### src/rtl/router_pkg.sv
// Shared definitions for the packet router controller: state encodings and
// default parameter values used by the RTL and its benches.
package router_pkg;

    localparam int NUM_CH_DEF   = 3;
    localparam int ADDR_W_DEF   = 2;
    localparam int WAIT_MAX_DEF = 32;

    typedef enum logic [3:0] {
        DECODE_ADDRESS     = 4'd0,
        LOAD_FIRST_DATA    = 4'd1,
        LOAD_DATA          = 4'd2,
        WAIT_TILL_EMPTY    = 4'd3,
        LOAD_PARITY        = 4'd4,
        CHECK_PARITY_ERROR = 4'd5,
        FIFO_FULL_STATE    = 4'd6,
        LOAD_AFTER_FULL    = 4'd7,
        DROP_PACKET        = 4'd8
    } state_e;

endpackage

### src/rtl/router_fsm_mc_if.sv
// Handshake/status bundle between the packet source, the destination FIFOs
// and the router controller. The controller uses the slave view.
interface router_fsm_mc_if
    import router_pkg::*;
#(
    parameter int NUM_CH = NUM_CH_DEF,
    parameter int ADDR_W = ADDR_W_DEF
) ();
    logic              pkt_valid;
    logic [ADDR_W-1:0] data_in;
    logic [NUM_CH-1:0] fifo_full;
    logic [NUM_CH-1:0] fifo_empty;
    logic [NUM_CH-1:0] soft_reset;
    logic              parity_done;
    logic              low_packet_valid;

    logic              detect_add;
    logic              lfd_state;
    logic              ld_state;
    logic              laf_state;
    logic              full_state;
    logic              write_enb_reg;
    logic              rst_int_reg;
    logic              busy;
    logic              drop_state;
    logic              wait_timeout;
    logic [ADDR_W-1:0] dest_ch;

    modport slave (
        input  pkt_valid, data_in, fifo_full, fifo_empty, soft_reset,
               parity_done, low_packet_valid,
        output detect_add, lfd_state, ld_state, laf_state, full_state,
               write_enb_reg, rst_int_reg, busy, drop_state, wait_timeout,
               dest_ch
    );

    modport master (
        output pkt_valid, data_in, fifo_full, fifo_empty, soft_reset,
               parity_done, low_packet_valid,
        input  detect_add, lfd_state, ld_state, laf_state, full_state,
               write_enb_reg, rst_int_reg, busy, drop_state, wait_timeout,
               dest_ch
    );
endinterface

### src/rtl/router_wait_timer.sv
// Counts cycles spent waiting for the destination FIFO to drain.
// Held at zero while clear is high, saturates at WAIT_MAX; expired is high
// during the WAIT_MAX-th enabled cycle so the FSM can leave on that edge.
module router_wait_timer #(
    parameter int WAIT_MAX = 32
) (
    input  logic clock,
    input  logic resetn,
    input  logic clear,
    input  logic enable,
    output logic expired
);
    localparam int CNT_W = (WAIT_MAX > 1) ? $clog2(WAIT_MAX + 1) : 1;
    localparam logic [CNT_W-1:0] CNT_SAT  = CNT_W'(WAIT_MAX);
    localparam logic [CNT_W-1:0] CNT_LAST = CNT_W'((WAIT_MAX > 0) ? WAIT_MAX - 1 : 0);

    logic [CNT_W-1:0] cnt_q, cnt_d;

    // next count: clear, saturating increment, or hold
    always_comb begin
        cnt_d = cnt_q;
        if (clear) begin
            cnt_d = '0;
        end else if (enable && (cnt_q != CNT_SAT)) begin
            cnt_d = cnt_q + 1'b1;
        end
    end

    // counter register
    always_ff @(posedge clock or negedge resetn) begin
        if (!resetn) begin
            cnt_q <= '0;
        end else begin
            cnt_q <= cnt_d;
        end
    end

    // a zero WAIT_MAX disables the timeout entirely
    assign expired = (WAIT_MAX > 0) && enable && (cnt_q >= CNT_LAST);
endmodule

### src/rtl/router_fsm_mc.sv
// Packet router controller: routes a header to one of NUM_CH FIFOs, waits
// for an empty destination (with optional timeout), handles FIFO-full
// stalls and discards packets addressed to a non-existent channel.
module router_fsm_mc
    import router_pkg::*;
#(
    parameter int NUM_CH   = NUM_CH_DEF,
    parameter int ADDR_W   = ADDR_W_DEF,
    parameter int WAIT_MAX = WAIT_MAX_DEF
) (
    input  logic            clock,
    input  logic            resetn,
    router_fsm_mc_if.slave  bus
);
    // Status vectors are padded to the full address space so an
    // out-of-range dest_ch (dropped packet) reads 0 instead of X.
    localparam int NSLOT = 2 ** ADDR_W;

    state_e            state_q, state_d;
    logic [ADDR_W-1:0] dest_ch_q, dest_ch_d;
    logic              wait_timeout_q, wait_timeout_d;
    logic [NSLOT-1:0]  full_pad, empty_pad, soft_pad;
    logic              full_dst, empty_dst, soft_dst, addr_ok, timer_expired;

    assign full_pad  = NSLOT'(bus.fifo_full);
    assign empty_pad = NSLOT'(bus.fifo_empty);
    assign soft_pad  = NSLOT'(bus.soft_reset);
    assign full_dst  = full_pad[dest_ch_q];
    assign empty_dst = empty_pad[dest_ch_q];
    assign soft_dst  = soft_pad[dest_ch_q];
    assign addr_ok   = {1'b0, bus.data_in} < (ADDR_W + 1)'(NUM_CH);

    router_wait_timer #(.WAIT_MAX(WAIT_MAX)) u_wait_timer (
        .clock   (clock),
        .resetn  (resetn),
        .clear   (state_q != WAIT_TILL_EMPTY),
        .enable  (state_q == WAIT_TILL_EMPTY),
        .expired (timer_expired)
    );

    // next-state, destination latch and timeout pulse
    always_comb begin
        state_d        = state_q;
        dest_ch_d      = dest_ch_q;
        wait_timeout_d = 1'b0;
        case (state_q)
            DECODE_ADDRESS: begin
                if (bus.pkt_valid) begin
                    dest_ch_d = bus.data_in;
                    if (!addr_ok)                     state_d = DROP_PACKET;
                    else if (empty_pad[bus.data_in])  state_d = LOAD_FIRST_DATA;
                    else                              state_d = WAIT_TILL_EMPTY;
                end
            end
            LOAD_FIRST_DATA: state_d = LOAD_DATA;
            LOAD_DATA: begin
                if (full_dst)            state_d = FIFO_FULL_STATE;
                else if (!bus.pkt_valid) state_d = LOAD_PARITY;
            end
            WAIT_TILL_EMPTY: begin
                if (empty_dst) begin
                    state_d = LOAD_FIRST_DATA;
                end else if (timer_expired) begin
                    state_d        = DROP_PACKET;
                    wait_timeout_d = 1'b1;
                end
            end
            LOAD_PARITY:        state_d = CHECK_PARITY_ERROR;
            CHECK_PARITY_ERROR: state_d = full_dst ? FIFO_FULL_STATE : DECODE_ADDRESS;
            FIFO_FULL_STATE: begin
                if (!full_dst) state_d = LOAD_AFTER_FULL;
            end
            LOAD_AFTER_FULL: begin
                if (bus.parity_done)           state_d = DECODE_ADDRESS;
                else if (bus.low_packet_valid) state_d = LOAD_PARITY;
                else                           state_d = LOAD_DATA;
            end
            DROP_PACKET: begin
                if (!bus.pkt_valid) state_d = DECODE_ADDRESS;
            end
            default: state_d = DECODE_ADDRESS;
        endcase
        // read-timeout soft reset of the active channel aborts any packet
        if ((state_q != DECODE_ADDRESS) && soft_dst) begin
            state_d        = DECODE_ADDRESS;
            wait_timeout_d = 1'b0;
        end
    end

    // state, destination and timeout registers
    always_ff @(posedge clock or negedge resetn) begin
        if (!resetn) begin
            state_q        <= DECODE_ADDRESS;
            dest_ch_q      <= '0;
            wait_timeout_q <= 1'b0;
        end else begin
            state_q        <= state_d;
            dest_ch_q      <= dest_ch_d;
            wait_timeout_q <= wait_timeout_d;
        end
    end

    assign bus.detect_add    = (state_q == DECODE_ADDRESS);
    assign bus.lfd_state     = (state_q == LOAD_FIRST_DATA);
    assign bus.ld_state      = (state_q == LOAD_DATA);
    assign bus.laf_state     = (state_q == LOAD_AFTER_FULL);
    assign bus.full_state    = (state_q == FIFO_FULL_STATE);
    assign bus.rst_int_reg   = (state_q == CHECK_PARITY_ERROR);
    assign bus.drop_state    = (state_q == DROP_PACKET);
    assign bus.write_enb_reg = (state_q == LOAD_DATA) || (state_q == LOAD_PARITY)
                            || (state_q == LOAD_AFTER_FULL);
    assign bus.busy          = (state_q == LOAD_FIRST_DATA) || (state_q == WAIT_TILL_EMPTY)
                            || (state_q == LOAD_PARITY) || (state_q == CHECK_PARITY_ERROR)
                            || (state_q == FIFO_FULL_STATE) || (state_q == LOAD_AFTER_FULL);
    assign bus.wait_timeout  = wait_timeout_q;
    assign bus.dest_ch       = dest_ch_q;
endmodule

### src/flat_wrapper.sv
// flat-port wrapper written by rule: the top's interface ports become plain ports
module router_fsm_mc_flat import router_pkg::*;
#(
    parameter int NUM_CH   = NUM_CH_DEF,
    parameter int ADDR_W   = ADDR_W_DEF,
    parameter int WAIT_MAX = WAIT_MAX_DEF
)
  (clock, resetn, bus_pkt_valid, bus_data_in, bus_fifo_full, bus_fifo_empty, bus_soft_reset, bus_parity_done, bus_low_packet_valid, bus_detect_add, bus_lfd_state, bus_ld_state, bus_laf_state, bus_full_state, bus_write_enb_reg, bus_rst_int_reg, bus_busy, bus_drop_state, bus_wait_timeout, bus_dest_ch);
  router_fsm_mc_if #(.NUM_CH(NUM_CH), .ADDR_W(ADDR_W)) bus_i ();
  input  logic clock;
  input  logic resetn;
  input wire logic [$bits(bus_i.pkt_valid)-1:0] bus_pkt_valid;
  input wire logic [$bits(bus_i.data_in)-1:0] bus_data_in;
  input wire logic [$bits(bus_i.fifo_full)-1:0] bus_fifo_full;
  input wire logic [$bits(bus_i.fifo_empty)-1:0] bus_fifo_empty;
  input wire logic [$bits(bus_i.soft_reset)-1:0] bus_soft_reset;
  input wire logic [$bits(bus_i.parity_done)-1:0] bus_parity_done;
  input wire logic [$bits(bus_i.low_packet_valid)-1:0] bus_low_packet_valid;
  output wire logic [$bits(bus_i.detect_add)-1:0] bus_detect_add;
  output wire logic [$bits(bus_i.lfd_state)-1:0] bus_lfd_state;
  output wire logic [$bits(bus_i.ld_state)-1:0] bus_ld_state;
  output wire logic [$bits(bus_i.laf_state)-1:0] bus_laf_state;
  output wire logic [$bits(bus_i.full_state)-1:0] bus_full_state;
  output wire logic [$bits(bus_i.write_enb_reg)-1:0] bus_write_enb_reg;
  output wire logic [$bits(bus_i.rst_int_reg)-1:0] bus_rst_int_reg;
  output wire logic [$bits(bus_i.busy)-1:0] bus_busy;
  output wire logic [$bits(bus_i.drop_state)-1:0] bus_drop_state;
  output wire logic [$bits(bus_i.wait_timeout)-1:0] bus_wait_timeout;
  output wire logic [$bits(bus_i.dest_ch)-1:0] bus_dest_ch;
  assign bus_i.pkt_valid = bus_pkt_valid;
  assign bus_i.data_in = bus_data_in;
  assign bus_i.fifo_full = bus_fifo_full;
  assign bus_i.fifo_empty = bus_fifo_empty;
  assign bus_i.soft_reset = bus_soft_reset;
  assign bus_i.parity_done = bus_parity_done;
  assign bus_i.low_packet_valid = bus_low_packet_valid;
  assign bus_detect_add = bus_i.detect_add;
  assign bus_lfd_state = bus_i.lfd_state;
  assign bus_ld_state = bus_i.ld_state;
  assign bus_laf_state = bus_i.laf_state;
  assign bus_full_state = bus_i.full_state;
  assign bus_write_enb_reg = bus_i.write_enb_reg;
  assign bus_rst_int_reg = bus_i.rst_int_reg;
  assign bus_busy = bus_i.busy;
  assign bus_drop_state = bus_i.drop_state;
  assign bus_wait_timeout = bus_i.wait_timeout;
  assign bus_dest_ch = bus_i.dest_ch;
  router_fsm_mc #(.NUM_CH(NUM_CH), .ADDR_W(ADDR_W), .WAIT_MAX(WAIT_MAX)) u_core (.clock(clock), .resetn(resetn), .bus(bus_i));
endmodule
### config.mk
export PLATFORM = sky130hd
export DESIGN_NAME = router_fsm_mc_flat
export DESIGN_NICKNAME = d
export VERILOG_FILES = /design/src/rtl/router_pkg.sv /design/src/rtl/router_fsm_mc_if.sv /design/src/rtl/router_wait_timer.sv /design/src/rtl/router_fsm_mc.sv /design/src/flat_wrapper.sv
export SDC_FILE = /design/constraint.sdc
export NUM_CORES = 1
export LEC_CHECK = 0
export ABC_CLOCK_PERIOD_IN_PS = 1850
export CAP_MARGIN = 5
export CORE_MARGIN = 5
export CORE_UTILIZATION = 45
export CTS_BUF_LIST = sky130_fd_sc_hd__clkbuf_4
export CTS_CLUSTER_SIZE = 24
export DETAILED_ROUTE_END_ITERATION = 10
export PLACE_DENSITY = 0.83
export SLEW_MARGIN = 10
export SYNTH_ARGS = -nofsm -noshare
export SYNTH_HDL_FRONTEND = slang
export SYNTH_SLANG_ARGS = --single-unit
export TNS_END_PERCENT = 50
### constraint.sdc
create_clock -name clock -period 1.85 [get_ports clock]
set_input_delay 0.2775 -clock clock [delete_from_list [all_inputs] [get_ports clock]]
set_output_delay 0.2775 -clock clock [all_outputs]
set_load 0.01 [all_outputs]
Word level (Yosys, flattened, before mapping):

Index checks and enable logic that the tools add are counted.

* $add $sub $neg: 1
* $lt $le $gt $ge: 4
* equality and inequality tests: 15
* muxes and demuxes: 28
* reduce and logical (&&, ||, !) cells: 15

Operators with widths (number)
* $mux W4: 10
* $pmux W4 S9: 1
* $eq A4 B3 Y1 const B: 4
* $mux W6: 2
* $bmux W1 S2: 4
* $eq A4 B2 Y1 const B: 2
* $mux W1: 8
* $ne A4 B2 Y1 const B: 2
* $logic_or A1 B1 Y1: 7
* $add A6 B1 Y6 const B: 1
* $ge A6 B5 Y1 const B: 1
* $lt A2 B3 Y1 const B: 2
* $mux W3: 2
* $ne A3 B2 Y1 const B: 2
* $ne A6 B6 Y1 const B: 1
* $reduce_and A5 Y1: 1
* $eq A4 B1 Y1 const B: 1
* $eq A4 B4 Y1 const B: 1
* $logic_not A4 Y1: 1
* $ne A4 B1 Y1 const B: 1
* $reduce_bool A4 Y1: 1
* $logic_and A1 B1 Y1: 3
* $ne A3 B3 Y1 const B: 1
* $lt A2 B2 Y1 const B: 1
* other kinds (3): 3

* flip-flop bits (word level): 13
* bits of input ports: 16
* output and inout bits: 12
* logic and storage cells: 67

Logic depth before layout (Yosys ltp):

Gate-level depths: netlist of run 1.

* depth in word-level cells: 7
* mapped depth: 6
* depth with buffers taken out: 6

By module:

From an unflattened synthesis of run 1, not the netlist that was laid out.

* cells, all modules: 131
* area, all modules: 1093.5 um^2

By module, submodules not included
* router_fsm_mc: instances 1, cells each 89, area an instance 676.9 um^2, seq. area each 175.2 um^2
* router_wait_timer: instances 1, cells each 42, area an instance 416.6 um^2, seq. area each 150.1 um^2

Least setup slack after synthesis of run 1:

Ideal clock, no wire load.

* kind: reg-to-reg
* start: reg u_core.dest_ch_q[1] (netlist: u_core.bus.dest_ch[1])
* end: reg u_core.state_q[2]
* data arrival time: 1.516 ns
* required time: 1.739 ns
* setup slack: 0.222 ns
* cell stages (with the launch flop): 7
* clock period less this slack: 1.628 ns
* cells stage by stage: dfrtp_1 -> buf_6 -> mux2i_1 -> o2111a_1 -> nor3_2 -> a22oi_2 -> a2111oi_2

* longest elaborated chain between the ends: 5
* elaborated cells between the ends (all ways): 18

Ends and longest elaborated chain
* from (decl): line router_fsm_mc.sv:20 `logic [ADDR_W-1:0] dest_ch_q, dest_ch_d;`
* from (signal assigned): line router_fsm_mc.sv:98 `dest_ch_q <= dest_ch_d;`
* $bmux W1 S2, on equally long branches: line router_fsm_mc.sv:28, router_fsm_mc.sv:29, router_fsm_mc.sv:30
* $mux W1, on equally long branches: line router_fsm_mc.sv:28, router_fsm_mc.sv:29, router_fsm_mc.sv:30
* $mux W3, or another cell as far along: line router_fsm_mc.sv:69 `CHECK_PARITY_ERROR: state_d = full_dst ? FIFO_FULL_STATE : DECODE_ADDRESS;`
* $pmux W4 S9, or another cell as far along: line router_fsm_mc.sv:46 `case (state_q)`
* $mux W4 / $reduce_and A5 Y1 (equally long branches)
* to (signal assigned): line router_fsm_mc.sv:97 `state_q <= state_d;`
* to (decl): line router_fsm_mc.sv:19 `state_e state_q, state_d;`

Several ways; a longest one is shown, not always the timed one. The select of a mux whose other input is x is not followed.
A chain may end at the register's enable or synchronous reset.

Worst setup path in the final report of run 1:

* start: reg u_core.dest_ch_q[0] (netlist: u_core.bus.dest_ch[0])
* end: out bus_dest_ch[0]

RTL lines
* to (decl): line flat_wrapper.sv:29 `output wire logic [$bits(bus_i.dest_ch)-1:0] bus_dest_ch;`

No word-level cell between the ends.

==> results.toml, run 1 <==
[sta]
hold_violations = 0
drv_slew = 0
setup_viol = 0
fin_skew_ns = 0.001109
max_freq_mhz = 588.3
tightest_slew_ns = 0.5383
period_needed_ns = 1.700
rsz0062_at_grt = "no"
holdWs_ns = 0.3616
relSlewSlack_pct = 64.00
setup_ws_ns = 0.1501
timing.final.crit_share_pct = 91.89

[setup_path]
crit_path_start_kind = "flip-flop"
critPathTopFamily = "buffers and inverters"
reg2reg_to = "u_core.state_q[1]"
r2r_cells = 7
path_max_fanout = 6
crit_slowest_cell = "clkdlybuf4s50_1"
path_buf_inv = 2
cp.arrival_ns = 1.42
reg2reg_from = "u_core.state_q[0]"
crit_chain = "buf_4, clkdlybuf4s50_1"
worstPathRequired_ns = 1.57
r2r_setup_slack_ns = 0.17
critPathKind = "flip-flop to primary output"
critPathMaxStageDelay_ns = 0.53
cp-end-kind = "primary output"

[grt]
grt_pass1_wl_mm = 4.202
grt_pass1_vias = 1011
grt-ovfl-total = 0
grtUsageMet2_pct = 29.53
met1_usage_pct = 18.74
grt_max_degree = 14
antenna_found_initial = 0
busiest_layer = "met2"
track_usage_pct = 15.78
use_met3_pct = 2.941

[routing]
route.detailed.drc = 0
drt_first_iter_violations = 17
post_drt_via_cell_ratio = 5.399
ant_nets = 0
routed_wl_mm = 2.415
wl_per_cell_um = 12.85
firstDrtPassIters = 4
vias = 1015

[placement]
port_buffers = 27
dp_hpwl_mm = 1.976
placed_area_um2 = 1365
gp_congestion = 0.8434
dp_cells = 179
pre_cts_slack_ns = -0.08541

[clock_tree]
clk_pin_slew_ns = 0.07
clock_latency_ns = 0.26
cts_tree = "yes"
cts.root.buffer_cell = "clkbuf_4"
numCtsBuffers = 3
cts_num_sinks = 13
htree_levels = 1
clockBufferDepth = 2

[run]
cap_violations = 0

[power_and_ir_drop]
power_density_nw_per_um2 = 1284
p_switching_mw = 0.7651
swShare_pct = 41.64
leakage_nw = 0.6416
pwr-share-seq_pct = 25.1
ir_worst_vdd_uv = 771.0
pwr-share-clk_pct = 9.6
pwr-share-comb_pct = 65.3
internal-power_mw = 1.072

[synthesis]
syn-mean-instance-area_um2 = 8.432
synth_edf_count = 0
ys_ff_latch = 13
synth_top_area_cell = "dfrtp_1"
synth_top_area_share_pct = 32.42
synth_area_leaders = "dfrtp_1 (32%), nor2_1 (6.0%), mux2_2 (4.5%), mux2i_1 (4.0%), a21oi_1 (3.5%)"
ys.flop_type = "dfrtp_1"
syn_inst = 119
syn_nets = 137
async_flop_share_pct = 100.0
synth.yosys.seq_area_share_pct = 32.42
ys_warn_count = 0
synth.distinct_cells = 40
synthesis.area_um2 = 1003

[die]
rows = 17
core_area_um2 = 2170
dieArea_um2 = 3274
initial_core_util_pct = 46.25
die_y_um = 57.22
fp.dieW_um = 57.22
io_pins = 28

[cells_and_area]
drive_above_1_share_pct = 23.75
area.growth.synth_to_final_pct = 42.64
stdcell_count = 188
antenna_cells = 0
design_area_um2 = 1431
nFillCells = 189
nets = 179

[outcome]
outcome = "finished clean"

[min_path]
min_path_type = "primary input to asynchronous set/reset pin"
## power groups by stage
stage | combinational, mW | sequential (mW) | clock [mW]
after global placement | 1.14 | 0.475 | 0
after global routing | 1.32 | 0.468 | 0.201
final | 1.20 | 0.461 | 0.176
after detailed placement | 1.16 | 0.479 | 0
after CTS | 1.21 | 0.453 | 0.184
after floorplan | 0.754 | 0.408 | 0
## sequential cells by signal (all words and copies together), names as in the netlist
name,cells
u_core.bus.wait_timeout,1
u_core.bus.dest_ch,2
u_core.u_wait_timer.cnt_q,6
u_core.state_q,4
## worst max-delay path by stage
| stage | startpoint | end | slack (ns) | cells past startpoint |
|---|---|---|---|---|
| 6_report | u_core.bus.dest_ch[0] | bus_dest_ch[0] | 0.15 | 2 |
| 5_1_grt | u_core.state_q[0] | u_core.state_q[1] | 0.02 | 7 |
| 4_1_cts | u_core.state_q[3] | bus_drop_state | -0.12 | 4 |
| 3_5_place_dp | bus_fifo_full[2] | u_core.state_q[2] | -0.09 | 6 |
| 3_3_place_gp | bus_fifo_full[2] | u_core.state_q[2] | 0.009 | 6 |
| 2_1_floorplan | u_core.bus.dest_ch[1] | u_core.state_q[2] | 0.22 | 6 |
## synth_stat cells, types with 3 or more instances
cell type and instances:
xor2_1 3, dfrtp_1 13, nor3_1 4, mux2i_1 4
clkbuf_1 3, a21oi_1 7, nor2b_1 4, nand2b_1 3
and3_1 3, mux2_2 4, o21ai_0 5, xnor2_1 3
inv_1 4, nand2_1 8, nand3_1 4, nor2_1 16
## timing repair
action,4_1_cts,5_1_grt
setup endpoints to repair,9,2
pin swaps,0,0
setup buffers,5,0
hold buffers,0,0
resized for setup,12,4
## kinds of logic after synthesis
kind of cell,synth area share [%]
and+or+nand+nor,29.80
DFF,32.42
xor gates and xnor gates,5.238
muxes,8.479
AOI/OAI and AO/OA,15.96
buffers and inverters,5.610
adders and majority gates,2.493
## routing by layer
layer	up-vias	wire, um
li1	507	-
met1	476	1003
met2	28	1265
met3	4	113
met4	0	34
met5	-	0
## cells in the final DEF (no fill, tap or decap), types with 3 or more instances in the layout
cell type,netlist,routed
clkbuf_4,0,4
dfrtp_2,0,3
and3_1,3,3
dlygate4sd2_1,0,7
o21ai_0,5,5
nor3_1,4,4
a21oi_1,7,7
mux2_2,4,4
xor2_1,3,3
buf_4,0,18
nand2_1,8,8
nand2b_1,3,3
nor2b_1,4,4
inv_1,4,3
mux2i_1,4,4
dfrtp_1,13,10
clkdlybuf4s50_1,0,18
nor2_1,16,16
nand3_1,4,4
xnor2_1,3,3
## layout make-up
class / instances / area, um2 / share of cell area [%]
clock buffers: 4 / 30.03 / 2.098
inverters: 4 / 15.01 / 1.049
multi-input cells: 94 / 628.1 / 43.88
flip-flops and latches: 13 / 329.1 / 22.99
well taps: 28 / 35.03 / 2.448
repair buffers: 45 / 394.1 / 27.54
## stage by stage
step / setup TNS (ns) / utilization (%) / power [mW]
after floorplan: 0 / - / 1.162
after global placement: 0 / 62.92 / 1.616
after detailed placement: -0.08543 / 62.92 / 1.639
after CTS: -0.1165 / 65.74 / 1.843
after global routing: 0 / 65.97 / 1.986
final: 0 / 65.97 / 1.837
Note: power is estimated with default switching activity, not from simulation.
==> run 2: changes to the inputs <==
--- a/config.mk
+++ b/config.mk
@@ -6,7 +6,6 @@
 export NUM_CORES = 1
 export LEC_CHECK = 0
 export ABC_CLOCK_PERIOD_IN_PS = 1850
-export CAP_MARGIN = 5
 export CORE_MARGIN = 5
 export CORE_UTILIZATION = 45
 export CTS_BUF_LIST = sky130_fd_sc_hd__clkbuf_4
==> results of run 2 <==
No change in the layout: final DEF, timing and power equal those of run 1.
